### src/rtl/hazard_pkg.sv
// Shared encodings for the hazard unit: forwarding selects and divide-interlock FSM states.
package hazard_pkg;

  localparam logic [1:0] FWD_NONE = 2'b00;
  localparam logic [1:0] FWD_WB   = 2'b01;
  localparam logic [1:0] FWD_MEM  = 2'b10;

  typedef enum logic [1:0] {
    IDLE = 2'b00,
    BUSY = 2'b01,
    DONE = 2'b10
  } div_state_e;

endpackage

### src/rtl/div_stall_fsm.sv
// Multi-cycle divide interlock: holds E for DIV_CYCLES cycles, then strobes div_done for one cycle.
module div_stall_fsm
  import hazard_pkg::*;
#(
  parameter int DIV_CYCLES = 32
) (
  input  logic clk_i,
  input  logic rst_i,
  input  logic divE_i,
  output logic divstall_o,
  output logic div_busy_o,
  output logic div_done_o
);

  localparam int CNT_W = (DIV_CYCLES > 2) ? $clog2(DIV_CYCLES) : 1;

  div_state_e       state_q, state_d;
  logic [CNT_W-1:0] cnt_q, cnt_d;

  always_ff @(posedge clk_i) begin
    if (!rst_i) begin
      state_q <= IDLE;
      cnt_q   <= '0;
    end else begin
      state_q <= state_d;
      cnt_q   <= cnt_d;
    end
  end

  always_comb begin
    state_d    = state_q;
    cnt_d      = cnt_q;
    divstall_o = 1'b0;
    div_busy_o = 1'b0;
    div_done_o = 1'b0;
    case (state_q)
      IDLE: begin
        // The entry cycle already stalls, so BUSY only covers the remaining DIV_CYCLES-1.
        if (divE_i) begin
          divstall_o = 1'b1;
          state_d    = BUSY;
          cnt_d      = CNT_W'(DIV_CYCLES - 2);
        end
      end
      BUSY: begin
        divstall_o = 1'b1;
        div_busy_o = 1'b1;
        if (cnt_q == '0) state_d = DONE;
        else             cnt_d   = cnt_q - CNT_W'(1);
      end
      DONE: begin
        // divE still shows the finishing divide here; it must not restart the count.
        div_done_o = 1'b1;
        state_d    = IDLE;
      end
      default: state_d = IDLE;
    endcase
  end

endmodule

### src/rtl/hazard_unit_mc.sv
// Forwarding/stall controller for the 5-stage pipeline; the divide interlock exists only
// when HAZARD_DIV_STALL_EN is defined.
module hazard_unit_mc
  import hazard_pkg::*;
#(
  parameter int REG_AW     = 5,
  parameter int DIV_CYCLES = 32
) (
  input  logic              clk_i,
  input  logic              rst_i,
  input  logic [REG_AW-1:0] rsD_i,
  input  logic [REG_AW-1:0] rtD_i,
  input  logic              branchD_i,
  input  logic [REG_AW-1:0] rsE_i,
  input  logic [REG_AW-1:0] rtE_i,
  input  logic [REG_AW-1:0] writeregE_i,
  input  logic              regwriteE_i,
  input  logic              memtoregE_i,
  input  logic              divE_i,
  input  logic [REG_AW-1:0] writeregM_i,
  input  logic              regwriteM_i,
  input  logic              memtoregM_i,
  input  logic [REG_AW-1:0] writeregW_i,
  input  logic              regwriteW_i,
  output logic              stallF_o,
  output logic              stallD_o,
  output logic              stallE_o,
  output logic              flushE_o,
  output logic              flushM_o,
  output logic              forwardaD_o,
  output logic              forwardbD_o,
  output logic [1:0]        forwardaE_o,
  output logic [1:0]        forwardbE_o,
  output logic              div_busy_o,
  output logic              div_done_o
);

  function automatic logic [1:0] fwd_e(input logic [REG_AW-1:0] src,
                                       input logic [REG_AW-1:0] wr_m, input logic we_m,
                                       input logic [REG_AW-1:0] wr_w, input logic we_w);
    if (src != '0 && src == wr_m && we_m)      return FWD_MEM;
    else if (src != '0 && src == wr_w && we_w) return FWD_WB;
    else                                       return FWD_NONE;
  endfunction

  logic divstall, div_busy, div_done;
  logic lwstall, brstall, hold_fd;
  logic fwd_ad, fwd_bd;
  logic [1:0] fwd_ae, fwd_be;

`ifdef HAZARD_DIV_STALL_EN
  div_stall_fsm #(.DIV_CYCLES(DIV_CYCLES)) u_div_fsm (
    .clk_i      (clk_i),
    .rst_i      (rst_i),
    .divE_i     (divE_i),
    .divstall_o (divstall),
    .div_busy_o (div_busy),
    .div_done_o (div_done)
  );
`else
  localparam int unused_div_cycles = DIV_CYCLES;
  logic unused_div;
  assign unused_div = ^{clk_i, divE_i};
  assign divstall   = 1'b0;
  assign div_busy   = 1'b0;
  assign div_done   = 1'b0;
`endif

  assign fwd_ae = fwd_e(rsE_i, writeregM_i, regwriteM_i, writeregW_i, regwriteW_i);
  assign fwd_be = fwd_e(rtE_i, writeregM_i, regwriteM_i, writeregW_i, regwriteW_i);
  assign fwd_ad = (rsD_i != '0) && (rsD_i == writeregM_i) && regwriteM_i;
  assign fwd_bd = (rtD_i != '0) && (rtD_i == writeregM_i) && regwriteM_i;

  assign lwstall = memtoregE_i && (writeregE_i != '0) &&
                   (writeregE_i == rsD_i || writeregE_i == rtD_i);
  assign brstall = branchD_i &&
                   ((regwriteE_i && writeregE_i != '0 &&
                     (writeregE_i == rsD_i || writeregE_i == rtD_i)) ||
                    (memtoregM_i && writeregM_i != '0 &&
                     (writeregM_i == rsD_i || writeregM_i == rtD_i)));
  assign hold_fd = lwstall | brstall | divstall;

  // Everything is forced quiet while reset is asserted, including the combinational paths.
  assign stallF_o    = rst_i & hold_fd;
  assign stallD_o    = rst_i & hold_fd;
  assign stallE_o    = rst_i & divstall;
  assign flushM_o    = rst_i & divstall;
  assign flushE_o    = rst_i & (lwstall | brstall) & ~divstall;
  assign div_busy_o  = rst_i & div_busy;
  assign div_done_o  = rst_i & div_done;
  assign forwardaD_o = rst_i & fwd_ad;
  assign forwardbD_o = rst_i & fwd_bd;
  assign forwardaE_o = rst_i ? fwd_ae : FWD_NONE;
  assign forwardbE_o = rst_i ? fwd_be : FWD_NONE;

endmodule

### config.mk
export PLATFORM = sky130hd
export DESIGN_NAME = hazard_unit_mc
export DESIGN_NICKNAME = d
export VERILOG_FILES = /design/src/rtl/hazard_pkg.sv /design/src/rtl/div_stall_fsm.sv /design/src/rtl/hazard_unit_mc.sv
export SDC_FILE = /design/constraint.sdc
export NUM_CORES = 1
export LEC_CHECK = 0
export CAP_MARGIN = 20
export CORE_MARGIN = 2
export CORE_UTILIZATION = 37
export DETAILED_ROUTE_END_ITERATION = 12
export PLACE_DENSITY = 0.89
export SYNTH_ARGS = -nofsm -noshare
export SYNTH_HDL_FRONTEND = slang
export SYNTH_SLANG_ARGS = --single-unit
### constraint.sdc
create_clock -name vclk -period 2.67
set_clock_uncertainty 0.05 [all_clocks]
set_input_delay 0.4005 -clock vclk [all_inputs]
set_output_delay 0.4005 -clock vclk [all_outputs]
set_load 0.05 [all_outputs]
==> out/summary.txt <==
CP startpoint kind -> input pin
P&R area growth vs syn -> 91.7%
# port buffers -> 51
Routed WL per cell -> 14.6 um
Via count -> 851
Rows -> 15
Resize count post-CTS -> 0
Total track usage -> 23.6%
Setup Fix Bufs, Post-CTS -> 0
Fin. Hold Viols -> 0
Sequential cell count -> 0
Post-synthesis sequential area ratio -> 0%
Core Region -> 0.00176 mm^2
Max Cap Viol -> 0
Mapped cell area -> 707 um^2
Post-synth top area share -> 28.5%
Global-route wire length before repair -> 3.93 mm
Clock buffer count -> 0
Fmax achieved -> 0.389 GHz
Minimum clock period -> 2570 ps
Die height -> 47.7 um
Die Width -> 47.7 um
CP arrival -> 2120 ps
RSZ-0062 raised after global routing -> false
Final core occ -> 76.8%
Ys Warns -> 0
P_leak -> 0.483 nW
Initial drt markers -> 7
Peak supply drop -> 90.4 uV
Crit Path Max Fanout -> 2
Diode count -> 0
Main area contributors after synthesis -> xnor2_1 28%, xor2_1 19%, buf_4 7.4%
Crit path capture type -> output port
Initial cell density of the core -> 40.1%
Sequential cell area -> 0 um^2
IO Pins -> 57
Routed Antenna Nets -> 0
Overall power -> 0.000212 W
Critical Path RT -> 2220 ps
Placed wire-length estimate -> 2.30 mm
Initial antenna violation count -> 0
Hold-fix buffers, CTS -> 0
Vias in the first global route -> 942
Fin crit share -> 96.4%
Drt via density -> 5.04
Mapped Cells -> 89
Remaining routing DRC violations -> 0
PD cells -> 156 mW/mm^2
Slew Viols, Final -> 0
Final #Nets -> 190
GRT overflow -> 0
Synth unique cells -> 28
Post-synth top area cell -> xnor2_1
First drt pass iteration count -> 4
Largest net degree at the start of global routing -> 7
Status -> completed
Routability cong. -> 0.861
Final WL -> 2.47 mm
Final setup viols -> 0
Layout cells sized above 1 -> 22.2%
HP Class -> input pin to output port
Critical path class -> input pin to output port
Die area -> 0.00228 mm^2
Avg Cell Area, Syn -> 7.94 um^2
Final setup TNS -> 0 ps
## Yosys cell counts, drive strengths merged (2+ instances only)
master,instances
xor2,15
nor3,4
inv,2
a31oi,2
nand4,3
xnor2,23
clkbuf,4
nor2,2
buf,7
and2,3
or4,5
nor4,4
nand3,3
## layout by cell type, fill, tap and decap left out, types with 4 or more instances in the layout
| master | n |
|---|---|
| conb_1 | 4 |
| xnor2_1 | 23 |
| buf_4 | 14 |
| buf_12 | 7 |
| clkdlybuf4s50_1 | 42 |
| xor2_1 | 15 |
| nor4_2 | 4 |
## logic make-up (layout without fill, tap and decap cells)
| logic type | after synthesis | after routing | synth area share (%) |
|---|---|---|---|
| compound gates | 10 | 10 | 11.5 |
| xor+xnor | 38 | 38 | 47.1 |
| buf+inv | 13 | 65 | 11.2 |
| other cells | 1 | 4 | 0.530 |
| simple gates | 27 | 27 | 29.7 |
## final cells by class
class	count	area, um^2
inverters	2	7.51
multi-input cells	79	651
well taps	25	31.3
fillers	131	409
repair buffers	63	666
## path summary, 6_finish.rpt
path                     from             end  slack (ps)  cells past startpoint
setup / recovery     rsE_i[1]  forwardaE_o[0]         100                      6
hold / removal    regwriteM_i     forwardbD_o        1590                      3
## power breakdown
group | total, W | switching, W | leakage (nW) | internal, W
Combinational | 0.000212 | 0.0000959 | 0.483 | 0.000116
Sequential | 0 | 0 | 0 | 0
Clock | 0 | 0 | 0 | 0
## worst max-delay path: stages
cell and delay [ps]:
clkdlybuf4s50_1 440, or4_4 560, nor2_4 120, nor4_2 70, nor4_2 350, buf_12 180
## per-stage QoR
stage / hold WS [ps] / std cells / setup slack (ps) / cell area, um^2
3_3_place_gp: 1580 / 169 / 126 / 1350
6_report: 1590 / 169 / 97.3 / 1360
3_5_place_dp: 1600 / 169 / 79.7 / 1350
2_1_floorplan: 974 / 92 / 156 / 724
5_1_grt: 1620 / 169 / 31.7 / 1360
4_1_cts: 1600 / 169 / 82.2 / 1350
## layer usage
metal  vias to the layer above  wire [um]  track usage [%]
met2                        28       1320             44.5
met1                       396       1030             28.7
met5                         -          0                0
li1                        423          -                -
met3                         4         88             1.13
met4                         0         29             5.95
(Power assumes the default switching activity.)
